==> src/rtl/pipe_stage_reg.sv <==
// pipe_stage_reg: valid/ready pipeline stage register with a 2-entry skid
// buffer, synchronous flush and configurable reset value.  Every output is
// taken straight from a flop, so nothing on the input side (in_valid,
// in_data, out_ready) reaches an output combinationally.
module pipe_stage_reg #(
   parameter int unsigned      WIDTH      = 32,
   parameter logic [WIDTH-1:0] RESET_VAL  = {WIDTH{1'b0}},
   parameter int               FLUSH_DATA = 0
) (
   input  logic             clk,
   input  logic             rst,
   input  logic             in_valid,
   output logic             in_ready,
   input  logic [WIDTH-1:0] in_data,
   output logic             out_valid,
   input  logic             out_ready,
   output logic [WIDTH-1:0] out_data,
   input  logic             flush,
   output logic [1:0]       count
);

   // Occupancy state; the encoding is {valid_s, valid_m}.  2'b10 (skid
   // holding while main is empty) is unreachable and recovers to empty.
   typedef enum logic [1:0] {
      ST_EMPTY = 2'b00,
      ST_ONE   = 2'b01,
      ST_FULL  = 2'b11
   } state_e;

   state_e           r_state;
   state_e           w_state_nxt;

   logic [WIDTH-1:0] r_data_m;
   logic [WIDTH-1:0] r_data_s;
   logic [WIDTH-1:0] w_data_m_nxt;
   logic [WIDTH-1:0] w_data_s_nxt;

   logic             r_out_valid;
   logic             r_in_ready;
   logic [1:0]       r_count;
   logic             w_out_valid_nxt;
   logic             w_in_ready_nxt;
   logic [1:0]       w_count_nxt;

   logic             w_acc;
   logic             w_pop;
   logic             w_ld_m_in;
   logic             w_ld_m_skid;
   logic             w_ld_s;

   // Handshake qualifiers use only registered copies of our own outputs.
   assign w_acc = in_valid & r_in_ready;
   assign w_pop = r_out_valid & out_ready;

   // Next occupancy and load enables; flush overrides both acc and pop.
   always_comb begin
      w_state_nxt = r_state;
      w_ld_m_in   = 1'b0;
      w_ld_m_skid = 1'b0;
      w_ld_s      = 1'b0;
      if (flush) begin
         w_state_nxt = ST_EMPTY;
      end else begin
         case (r_state)
            ST_EMPTY: begin
               if (w_acc) begin
                  w_ld_m_in   = 1'b1;
                  w_state_nxt = ST_ONE;
               end else begin
                  w_state_nxt = ST_EMPTY;
               end
            end
            ST_ONE: begin
               if (w_pop && w_acc) begin
                  // back-to-back: replace the leaving payload directly
                  w_ld_m_in   = 1'b1;
                  w_state_nxt = ST_ONE;
               end else if (w_pop) begin
                  w_state_nxt = ST_EMPTY;
               end else if (w_acc) begin
                  // output stalled: park the new payload in the skid
                  w_ld_s      = 1'b1;
                  w_state_nxt = ST_FULL;
               end else begin
                  w_state_nxt = ST_ONE;
               end
            end
            ST_FULL: begin
               // in_ready is low here, so no accept can happen
               if (w_pop) begin
                  w_ld_m_skid = 1'b1;
                  w_state_nxt = ST_ONE;
               end else begin
                  w_state_nxt = ST_FULL;
               end
            end
            default: begin
               w_state_nxt = ST_EMPTY;
            end
         endcase
      end
   end

   // Next payload registers: shift from skid, load from input, or hold.
   always_comb begin
      w_data_m_nxt = r_data_m;
      w_data_s_nxt = r_data_s;
      if (flush) begin
         if (FLUSH_DATA != 32'sd0) begin
            w_data_m_nxt = RESET_VAL;
            w_data_s_nxt = RESET_VAL;
         end else begin
            w_data_m_nxt = r_data_m;
            w_data_s_nxt = r_data_s;
         end
      end else begin
         if (w_ld_m_in) begin
            w_data_m_nxt = in_data;
         end else if (w_ld_m_skid) begin
            w_data_m_nxt = r_data_s;
         end else begin
            w_data_m_nxt = r_data_m;
         end
         if (w_ld_s) begin
            w_data_s_nxt = in_data;
         end else begin
            w_data_s_nxt = r_data_s;
         end
      end
   end

   // Decode the next occupancy into the registered status outputs.
   always_comb begin
      w_out_valid_nxt = 1'b0;
      w_in_ready_nxt  = 1'b1;
      w_count_nxt     = 2'd0;
      case (w_state_nxt)
         ST_EMPTY: begin
            w_out_valid_nxt = 1'b0;
            w_in_ready_nxt  = 1'b1;
            w_count_nxt     = 2'd0;
         end
         ST_ONE: begin
            w_out_valid_nxt = 1'b1;
            w_in_ready_nxt  = 1'b1;
            w_count_nxt     = 2'd1;
         end
         ST_FULL: begin
            w_out_valid_nxt = 1'b1;
            w_in_ready_nxt  = 1'b0;
            w_count_nxt     = 2'd2;
         end
         default: begin
            w_out_valid_nxt = 1'b0;
            w_in_ready_nxt  = 1'b1;
            w_count_nxt     = 2'd0;
         end
      endcase
   end

   // State, status and payload flops with asynchronous active-low reset.
   always_ff @(posedge clk or negedge rst) begin
      if (!rst) begin
         r_state     <= ST_EMPTY;
         r_out_valid <= 1'b0;
         r_in_ready  <= 1'b1;
         r_count     <= 2'd0;
         r_data_m    <= RESET_VAL;
         r_data_s    <= RESET_VAL;
      end else begin
         r_state     <= w_state_nxt;
         r_out_valid <= w_out_valid_nxt;
         r_in_ready  <= w_in_ready_nxt;
         r_count     <= w_count_nxt;
         r_data_m    <= w_data_m_nxt;
         r_data_s    <= w_data_s_nxt;
      end
   end

   assign out_valid = r_out_valid;
   assign in_ready  = r_in_ready;
   assign count     = r_count;
   assign out_data  = r_data_m;

endmodule

==> config.mk <==
export PLATFORM = sky130hd
export DESIGN_NAME = pipe_stage_reg
export DESIGN_NICKNAME = d
export VERILOG_FILES = /design/src/rtl/pipe_stage_reg.sv
export SDC_FILE = /design/constraint.sdc
export NUM_CORES = 1
export LEC_CHECK = 0
export CAP_MARGIN = 20
export CORE_MARGIN = 1.5
export CORE_UTILIZATION = 50
export CTS_CLUSTER_SIZE = 24
export DETAILED_ROUTE_END_ITERATION = 12
export DONT_BUFFER_PORTS = 1
export PLACE_DENSITY = 0.68
export SKIP_LAST_GASP = 1
export SLEW_MARGIN = 5
export SYNTH_ARGS = -nofsm -noshare
export SYNTH_HDL_FRONTEND = slang
export SYNTH_SLANG_ARGS = --single-unit
==> constraint.sdc <==
create_clock -name clk -period 2 [get_ports clk]
set_clock_uncertainty 0.15 [all_clocks]
set_input_delay 0.4 -clock clk [delete_from_list [all_inputs] [get_ports clk]]
set_output_delay 0.4 -clock clk [all_outputs]
set_load 0.05 [all_outputs]
# ---- Yosys cells after proc, flatten, opt, wreduce, memory -nomap -nowiden
# Cells that the tools add are included.
dict set report word_totals {
  register_bits 70
  wordCells 42
}
dict set report op_classes {
  n_eq_ne 4
  muxes 23
  bitwise_logic 3
  n_reduce_logical 6
}
# cell count
set op_table {}
lappend op_table {{32-bit two-way mux} 2}
lappend op_table {{1-bit two-way mux} 13}
lappend op_table {{2-bit two-way mux} 5}
lappend op_table {{2-bit case mux with 3 select lines} 1}
lappend op_table {{2-bit by 1-bit equality test with 1-bit output (second input constant)} 2}
lappend op_table {{2-bit equality test (second input constant)} 2}
lappend op_table {{2-bit case mux with 2 select lines} 1}
lappend op_table {{2-bit AND reduction} 2}
lappend op_table {{1-bit AND} 2}
lappend op_table {{2-bit logical NOT} 1}
lappend op_table {{1-bit case mux with 2 select lines} 1}
lappend op_table {{2-bit nonzero test} 1}
lappend op_table {{2-bit OR reduction} 1}
lappend op_table {{1-bit logical AND} 1}
lappend op_table {{1-bit NOT} 1}

# ---- Longest topological paths before layout
dict set report depth {
  depth_word 9
  depth_mapped 6
  mapped_depth_nobuf 3
}

# ---- Worst setup path after synthesis
# No wires, ideal clock.
dict set report synth_path {
  path_type {register to register}
  start {register r_in_ready (netlist: in_ready)}
  end {register r_data_m[10] (netlist: out_data[10])}
  setup_time_ns 0.125
  t_arrival_ns 1.971
  required_time_ns 1.725
  setup_slack_ns -0.246
  path_stages_with_launch 6
  n_path_buf 2
  path_cell_list {dfstp_2 nor4bb_4 buf_6 buf_2 mux2_2 mux2_4}
}
dict set report synth_via {
  elab_chain_cells 7
}
# element line
set synth_lines {}
lappend synth_lines {{start: declaration} 39} ;# logic r_in_ready;
lappend synth_lines {{start signal: assignment} 173} ;# r_in_ready <= w_in_ready_nxt;
lappend synth_lines {{1-bit AND *} 52} ;# assign w_acc = in_valid & r_in_ready;
lappend synth_lines {{1-bit logical AND} 74} ;# if (w_pop && w_acc) begin
lappend synth_lines {{1-bit two-way mux} 74}
lappend synth_lines {{1-bit case mux with 2 select lines *} 64} ;# case (r_state)
lappend synth_lines {{1-bit two-way mux *} 61} ;# if (flush) begin
lappend synth_lines {{2-bit nonzero test (no line)} n/a}
lappend synth_lines {{2-bit AND reduction (no line)} n/a}
lappend synth_lines {{end signal: assignment} 175} ;# r_data_m <= w_data_m_nxt;
lappend synth_lines {{end: declaration} 33} ;# logic [WIDTH-1:0] r_data_m;
# Mark *: on every way between the ends. The rest lies on a longest branch, timed or not.
# A chain may end at the register's enable or synchronous reset.

# ---- Final worst setup path
dict set report layout_path {
  start {register r_in_ready (netlist: in_ready)}
  end {register r_data_s[10]}
}
dict set report layout_via {
  elab_chain_cells 7
}
# element line
set layout_lines {}
lappend layout_lines {{1-bit AND *} 52}
lappend layout_lines {{1-bit two-way mux} 80} ;# end else if (w_acc) begin
lappend layout_lines {{1-bit two-way mux} 78} ;# end else if (w_pop) begin
lappend layout_lines {{1-bit two-way mux *} 74}
lappend layout_lines {{1-bit two-way mux *} 64}
lappend layout_lines {{1-bit two-way mux *} 61}
lappend layout_lines {{2-bit AND reduction (no line) *} n/a}
lappend layout_lines {{end signal: assignment} 176} ;# r_data_s <= w_data_s_nxt;
lappend layout_lines {{end: declaration} 34} ;# logic [WIDTH-1:0] r_data_s;
# Marks and branches as above.

==> impl_metrics.toml <==
[synth]
syn_area_um2 = 3309
synth-edff-count = 0
syn_area_per_cell_um2 = 17.24
synth_area_leaders = "dfrtp_1 (52%), mux2_4 (27%), mux2_2 (13%)"
yosys_warnings = 0
synth.most_common_cell = "dfrtp_1"
yosysUniqueCellTypes = 19
ys_seq_elements = 70
synthArstFlopShare_pct = 100.0
syn_inst = 192
yosys.area.top_type = "dfrtp_1"
synth.top_cell.area_share_pct = 52.17
ys.flop_type = "dfrtp_1"
yosysSeqAreaShare_pct = 52.97
yosys-top-cells-count = "dfrtp_1 (69), mux2_4 (59), mux2_2 (37), buf_6 (5)"
synth_nets = 229

[route]
drtAntennaViolNets = 0
vias = 1622
routed_wl_um = 6136
viasPerCell = 5.632
routedWlPerCell_um = 21.31
drtIter0Drc = 77
drc = 0
dr.pass1.iters = 4

[floorplan]
fp.dieArea_um2 = 7116
initial_core_util_pct = 51.82
die_width_um = 84.36
ios = 73
row_count = 29
core-area_um2 = 6386
die_y_um = 84.36

[critical_path]
end_kind = "flip-flop"
path_class = "reg -> reg"
critPathRequiredTime_ns = 2.07
cp-start-kind = "flip-flop"
ff2ff_path_depth = 6
crit_path_max_fanout = 16
cp_data_arrival_time_ns = 2.05
critical_path.reg2reg.endpoint = "r_data_s[10]"
reg2reg_from = "in_ready"
rrSetupSlack_ns = 0.02

[placed_design]
pre_cts_ws_ns = 0.007217
port_buffers = 0
dpl.hpwl_um = 4007
gp_congestion = 0.7384

[timing]
worst_slew_pin_slew_ns = 0.5029
hold_ws_ns = -0.3973
maxSlewViolCount = 0
layout_worst_path_cycle_share_pct = 98.98
slew_headroom_pct = 66.47
setup-violations-final = 0
hold_viol_final = 70
max_freq_ghz = 0.5051
worst_slack_ns = 0.02033
finalSetupTns_ns = 0
min_period_ns = 1.980
grt_setup_unrepaired = "true"

[clock_network]
clockBufferDepth = 2
root_buffer = "clkbuf_8"
numCtsBuffers = 9
cts_tree = "done"
cts_num_sinks = 70
clock_latency_ns = 0.33
htree_levels = 3
cts.reportedPaths.clkPinSlew_ns = 0.07

[finish]
synthToLayoutAreaGrowth_pct = 11.27
fillers = 499
drive_above_1_share_pct = 61.14
nets = 243
post-route-util_pct = 57.66
num_antenna_cells = 0

[run_status]
violations = "hold timing"
status = "complete, but fails checks"

[power_and_ir_drop]
vdd_drop_max_uv = 1133
power_density_nw_per_um2 = 1610
p_leak_nw = 1.757
fin_total_pwr_mw = 5.928

[global_routing]
antenna_found_initial = 0
grt_max_degree = 71
grt_pass1_wl_um = 9908
grt_overflow_total = 0
grt_pass1_vias = 1831
grt_usage_pct = 18.05

[run]
drv_cap = 0

[hold_path]
holdCritPathClass = "in -> async"
## through the flow
step	std cells	area, um^2
after floorplan	192	3328
after global placement	268	3413
after detailed placement	268	3413
after CTS	284	3601
after global routing	288	3682
final	288	3682
## cell type report
| cell class | instances | area, um^2 | area share, % |
|---|---|---|---|
| Clock buffer | 16 | 180.2 | 4.893 |
| Timing Repair Buffer | 14 | 226.5 | 6.150 |
| Inverter | 3 | 11.26 | 0.3058 |
| Sequential cell | 70 | 1753 | 47.60 |
| Multi-Input combinational cell | 108 | 1415 | 38.43 |
| Tap cell | 77 | 96.34 | 2.616 |
## layer usage
metal	vias to the layer above	wire length (um)	global-route usage [%]
met5	-	0	0
met4	0	70	4.839
met3	8	464	8.161
met2	47	3002	28.00
met1	850	2599	23.21
li1	717	-	-
## power by group
part / total, mW / switching [mW] / internal [mW] / leakage [nW]
Combinational: 1.32 / 0.329 / 0.993 / 0.822
Sequential: 3.57 / 1.59 / 1.99 / 0.845
Clock: 1.04 / 0.480 / 0.555 / 0.0910
## worst max-delay path by stage
stage	start	depth (start not counted)	endpoint
3_5_place_dp	in_ready	6	r_data_s[22]
6_report	in_ready	6	r_data_s[10]
4_1_cts	in_ready	5	out_data[29]
2_1_floorplan	in_ready	5	out_data[10]
3_3_place_gp	in_ready	4	out_data[15]
5_1_grt	in_ready	6	r_data_s[22]
## worst max-delay path, stage by stage (launching register included)
cell	delay, ns
dfstp_2	0.54
nor4bb_4	0.22
buf_4	0.17
buf_12	0.15
nand3_4	0.13
clkbuf_16	0.21
mux2_4	0.30
## what timing repair did
action / CTS / global route
endpoints found under the setup margin: 6 / 60
setup buffers: 0 / 1
gates resized for setup: 2 / 3
cloned: 0 / 3
pin swaps: 0 / 1
endpoints found under the hold margin: 70 / 70
## logic make-up after synthesis
family	synth area share (%)
AO/OA/AOI/OAI	1.323
buffers and inverters	4.310
multiplexers	39.36
flip-flops	52.97
AND/OR/NAND/NOR	2.041
## placed cells by master (no fill, tap or decap), types with 2 or more instances in the layout
cell type	instances
buf_4	4
clkbuf_1	4
mux2_2	37
o21ai_0	2
inv_1	3
mux2_4	59
buf_12	6
clkbuf_16	2
dfrtp_1	69
clkbuf_8	12
## flip-flops by register name, summed over array words and instances (netlist names)
register	count
count	2
in_ready	1
out_data	32
out_valid	1
r_data_s	32
r_state	2
Note: power is estimated with default switching activity, not from simulation.
